`src/rtl/coeffs_loader.sv`:
```
// Coefficient loader: host fills a staging buffer, commit streams every tap into the FIR shadow bank.
// Optional COEFFS_SYMMETRIC_EN: half-size buffer mirrored into even-symmetric linear-phase taps.
module coeffs_loader #(
    parameter int NUM_TAPS   = 64,
    parameter int ADDR_WIDTH = 6,
    parameter int DATA_WIDTH = 16
) (
    input  logic                  clk,
    input  logic                  rst,
    input  logic                  clk_enable,
    input  logic                  host_wr_en,
    input  logic [ADDR_WIDTH-1:0] host_wr_addr,
    input  logic [DATA_WIDTH-1:0] host_wr_data,
    input  logic                  commit,
    output logic                  busy,
    output logic                  overrun,
    output logic                  write_enable,
    output logic                  write_done,
    output logic [ADDR_WIDTH-1:0] write_address,
    output logic [DATA_WIDTH-1:0] coeffs_out
);

`ifdef COEFFS_SYMMETRIC_EN
    localparam int BUF_DEPTH = NUM_TAPS / 2;
`else
    localparam int BUF_DEPTH = NUM_TAPS;
`endif
    localparam int BUF_AW = $clog2(BUF_DEPTH);

    typedef enum logic [1:0] {
        IDLE,
        LOAD,
        DONE
    } state_t;

    state_t state, state_next;

    // One extra bit so the count can reach NUM_TAPS, marking "last tap already presented".
    logic [ADDR_WIDTH:0]   index, index_next;
    logic                  busy_next, overrun_next;
    logic                  write_enable_next, write_done_next;
    logic [ADDR_WIDTH-1:0] write_address_next;
    logic [DATA_WIDTH-1:0] coeffs_next;

    logic [DATA_WIDTH-1:0] stage_mem [BUF_DEPTH];
    logic                  host_addr_ok;
    logic                  stage_wr;
    logic                  dropped;
    logic [BUF_AW-1:0]     rd_sel;

`ifdef COEFFS_SYMMETRIC_EN
    // Only the lower half is storage; the upper half of the tap sequence mirrors it.
    assign host_addr_ok = ~host_wr_addr[ADDR_WIDTH-1];
    assign rd_sel       = index[ADDR_WIDTH-1] ? ~index[BUF_AW-1:0] : index[BUF_AW-1:0];
`else
    assign host_addr_ok = 1'b1;
    assign rd_sel       = index[BUF_AW-1:0];
`endif

    assign stage_wr = !rst && clk_enable && (state == IDLE) && host_wr_en && host_addr_ok;
    assign dropped  = commit || (host_wr_en && host_addr_ok);

    // NOTE: the staging buffer has no reset so it maps onto plain RAM; its contents survive rst.
    always_ff @(posedge clk) begin
        if (stage_wr) begin
            stage_mem[host_wr_addr[BUF_AW-1:0]] <= host_wr_data;
        end
    end

    // NOTE: registered state uses non-blocking assignments so every flop samples pre-edge values.
    always_ff @(posedge clk) begin
        if (rst) begin
            state         <= IDLE;
            index         <= '0;
            busy          <= 1'b0;
            overrun       <= 1'b0;
            write_enable  <= 1'b0;
            write_done    <= 1'b0;
            write_address <= '0;
            coeffs_out    <= '0;
        end else if (clk_enable) begin
            state         <= state_next;
            index         <= index_next;
            busy          <= busy_next;
            overrun       <= overrun_next;
            write_enable  <= write_enable_next;
            write_done    <= write_done_next;
            write_address <= write_address_next;
            coeffs_out    <= coeffs_next;
        end
    end

    // NOTE: every combinational output gets a default first so no path infers a latch.
    always_comb begin
        state_next = state;
        case (state)
            IDLE:    if (commit) state_next = LOAD;
            LOAD:    if (index[ADDR_WIDTH]) state_next = DONE;
            DONE:    state_next = IDLE;
            default: state_next = IDLE;
        endcase
    end

    always_comb begin
        index_next         = index;
        busy_next          = busy;
        overrun_next       = overrun;
        write_enable_next  = 1'b0;
        write_done_next    = 1'b0;
        write_address_next = '0;
        coeffs_next        = '0;
        case (state)
            IDLE: begin
                index_next = '0;
                if (commit) begin
                    busy_next    = 1'b1;
                    overrun_next = 1'b0;
                end
            end
            LOAD: begin
                if (index[ADDR_WIDTH]) begin
                    write_done_next = 1'b1;
                end else begin
                    write_enable_next  = 1'b1;
                    write_address_next = index[ADDR_WIDTH-1:0];
                    coeffs_next        = stage_mem[rd_sel];
                    index_next         = index + (ADDR_WIDTH + 1)'(1);
                end
                if (dropped) overrun_next = 1'b1;
            end
            DONE: begin
                busy_next  = 1'b0;
                index_next = '0;
                if (dropped) overrun_next = 1'b1;
            end
            default: begin
                busy_next  = 1'b0;
                index_next = '0;
            end
        endcase
    end

endmodule
```
`config.mk`:
```
export PLATFORM = sky130hd
export DESIGN_NAME = coeffs_loader
export DESIGN_NICKNAME = d
export VERILOG_FILES = /design/src/rtl/coeffs_loader.sv
export SDC_FILE = /design/constraint.sdc
export NUM_CORES = 1
export LEC_CHECK = 0
export CAP_MARGIN = 20
export CORE_ASPECT_RATIO = 0.5
export CORE_MARGIN = 5
export CORE_UTILIZATION = 33
export CTS_CLUSTER_SIZE = 16
export DETAILED_ROUTE_END_ITERATION = 16
export SYNTH_ARGS = -nofsm -noshare
export SYNTH_HDL_FRONTEND = slang
export SYNTH_SLANG_ARGS = --single-unit
```
`constraint.sdc`:
```
create_clock -name clk -period 3.1 [get_ports clk]
set_input_delay 0.62 -clock clk [delete_from_list [all_inputs] [get_ports clk]]
set_output_delay 0.62 -clock clk [all_outputs]
set_load 0.01 [all_outputs]
```
==> results by group, run 1 <==
Status
  – Outcome: finished clean

Clock tree
  – Clock sinks: 1065
  – CTS buffer count: 102
  – H-tree depth: 3
  – Hold-fix buffers, CTS: 0
  – CTS tree: built
  – Reg clk slew, reported paths: 0.06 ns
  – Clock tree buffer depth: 3
  – Post-CTS Setup Bufs: 0
  – # resized after CTS: 0
  – CTS Root Cell: clkbuf_16
  – Latest clock arrival within the worst-skew pair: 0.67 ns

Logic synthesis
  – Largest family of logic cells by synthesized area: multiplexers
  – Compound-cell area share of the yosys netlist: 0.0241
  – Distinct cells, synth: 44
  – Cell Area, Synth: 40900 um2
  – Synth top area cells: edfxtp_1 75%, mux4_2 13%, mux4_1 2.3%
  – FF+latch count, synth: 1065
  – Mean Syn Cell Area: 22.4 um2
  – Mux cell area share after synthesis: 0.163
  – Most instantiated cells after synthesis: 1024 x edfxtp_1, 236 x mux4_2, 81 x nor2_1
  – Post-Syn Instances: 1823
  – Most common cell in the netlist: edfxtp_1
  – Synth Area in XOR/XNOR: 0
  – Yosys top cell area share: 0.752
  – Post-Syn Nets: 1855
  – Warnings, synthesis: 0
  – Async S/R FF share, synth: 0
  – Post-synthesis simple-gate area fraction: 0.0216
  – Adder-Cell Fraction of Synth Area: 0.00153
  – Post-synth EDFFs: 1024
  – Yosys top cell by area: edfxtp_1
  – Seq/Total Area, Yosys: 0.772
  – Top FF cell, synth: edfxtp_1

Timing
  – Slew @ Worst Pin: 0.867 ns
  – Worst Clk Skew: 0.0266 ns
  – Final Slew Violations: 0
  – RSZ-0062 raised after global routing: no
  – Post-Route Setup TNS: 0 ns
  – Fin crit share: 0.903
  – Final setup vio count: 0
  – Crit path time final: 2.80 ns
  – Slew margin rel.: 0.422
  – Fmax: 0.357 GHz
  – Hold Fails Final Rpt: 0

Flow run
  – Max-cap violations: 0

Global routing
  – Tot GR Track Use: 0.149
  – First-pass GRT wire length: 143000 um
  – Number of global-route vias before repair: 19604
  – Initial antenna violation count: 1
  – Pin count of the biggest net entering global routing: 65
  – Total gr overflow: 0

Routing
  – DRT Pass-1 Iters: 7
  – Starting DRT DRC Count: 2191
  – Vias: 19668
  – DR WL/cell: 26.1 um
  – Final WL: 99700 um
  – DRT antenna net count: 0
  – DRC viols: 0
  – Via density: 5.15

Critical path
  – WP depth: 6
  – Crit path max-delay family: compound AO/OA/AOI/OAI gates
  – Worst EP arrival: 3.33 ns
  – CP cell instances: buf_12 > buf_12 > mux4_2 > a22o_1 > a221oi_1 > o211ai_1
  – Setup crit end kind: flop
  – Crit-path max cell delay: 0.59 ns
  – Reg2Reg Depth: 6
  – Worst-path fanout max: 27
  – Cell mode on critical path: buf_12
  – Worst endpoint required time: 3.63 ns
  – CP Class: flop to flop
  – Critical-path top delay cell: dfxtp_4
  – CP Launch Type: flop
  – CP Buf/Inv Count: 2

Place
  – Buffers on Ports: 52
  – Gp weighted congestion: 0.820
  – Post-DP HPWL: 64200 um

Final layout
  – Share of layout cells above drive strength 1: 0.291
  – Net count, final: 2088
  – Synth-to-Final Area Change: 18.5%

Power
  – Worst VDD drop: 0.389 mV
  – Pwr Total: 29.1 mW
  – Leakage: 14.7 nW
  – Pwr Density: 600 nW/um2

Hold path
  – WHS Path Cells: 1
  – HP Class: input pin to flop

Die
  – Die Height: 259 um
  – Core Area: 123000 um2
  – Die width: 508 um
  – Num ports: 53
  – FP Rows: 91
  – Die Area: 131000 um2
  – Initial Utilization: 0.332
## logic make-up after synthesis
group | after synthesis
AND/OR/NAND/NOR | 192
AO/OA/AOI/OAI | 138
adder cells (fa/ha/maj) | 5
flip-flops | 1065
buffers and inverters | 109
multiplexers | 314
## power by group
part	internal (mW)	switching [mW]
Clock	7.16	5.28
Sequential	15.8	0.0246
Combinational	0.284	0.537
## worst reg2reg max path, stage by stage, from the launching register on
cell	delay [ns]
dfxtp_4	0.59
buf_12	0.31
buf_12	0.23
mux4_2	0.51
a22o_1	0.32
a221oi_1	0.58
o211ai_1	0.15
## per-layer routing
metal | track usage | part of all wire | vias to the layer above
li1 | - | - | 8213
met1 | 0.213 | 0.43 | 10611
met2 | 0.241 | 0.48 | 727
met3 | 0.0240 | 0.068 | 117
met4 | 0.0350 | 0.020 | 0
met5 | 0 | 0 | -
## layout by cell type (no fill, tap or decap), types with 13 or more instances in the layout
| master | n |
|---|---|
| a211oi_1 | 15 |
| a21oi_1 | 28 |
| a22oi_1 | 34 |
| buf_12 | 69 |
| buf_2 | 13 |
| buf_4 | 113 |
| clkbuf_1 | 21 |
| clkbuf_16 | 102 |
| clkdlybuf4s50_1 | 36 |
| clkinv_1 | 19 |
| clkinv_2 | 21 |
| dfxtp_1 | 37 |
| edfxtp_1 | 1024 |
| mux2i_1 | 41 |
| mux4_1 | 36 |
| mux4_2 | 236 |
| nand2_1 | 41 |
| nand3_1 | 23 |
| nor2_1 | 55 |
| nor2_2 | 26 |
| o22ai_1 | 20 |
## area by class of cell
cell class | count | area, um2
diodes | 2 | 5.00
clock buffers | 130 | 2730
clock inverters | 61 | 629
fillers | 10788 | 74700
inverters | 6 | 22.5
multi-input cells | 649 | 8680
flip-flops and latches | 1065 | 31600
well taps | 1674 | 2090
repair buffers | 232 | 2680
## path summary, 6_finish.rpt
kind                         from               end  slack [ns]
setup / recovery             flop    coeffs_out[13]        0.30
hold / removal    host_wr_data[7]  stage_mem[30][7]        0.37
setup reg to reg             flop    coeffs_out[13]        0.30
hold reg to reg          state[1]          state[1]        0.45
## flip-flops by register name (all words and copies together), names as in the netlist, named ones only
name and flops:
write_done 1, stage_mem 1024, index 7, coeffs_out 16
write_address 6, write_enable 1, busy 1, overrun 1
state 2
## stage by stage
stage | instances | cell area (um2) | util | setup slack (ns) | hold WS, ns
after floorplan | 1823 | 40900 | - | 0.555 | 0.436
after global placement | 3625 | 45000 | 0.366 | 0.195 | 0.447
after detailed placement | 3625 | 45000 | 0.366 | 0.192 | 0.448
after CTS | 3816 | 48400 | 0.393 | 0.292 | 0.348
after global routing | 3817 | 48400 | 0.393 | 0.198 | 0.359
final | 3819 | 48400 | 0.393 | 0.299 | 0.371
No activity file was read; power rests on OpenSTA's default activity.
==> run 2: changes to the inputs <==
- TNS_END_PERCENT: not set -> 10
==> results of run 2 <==
No change in the layout: final DEF, timing and power equal those of run 1.
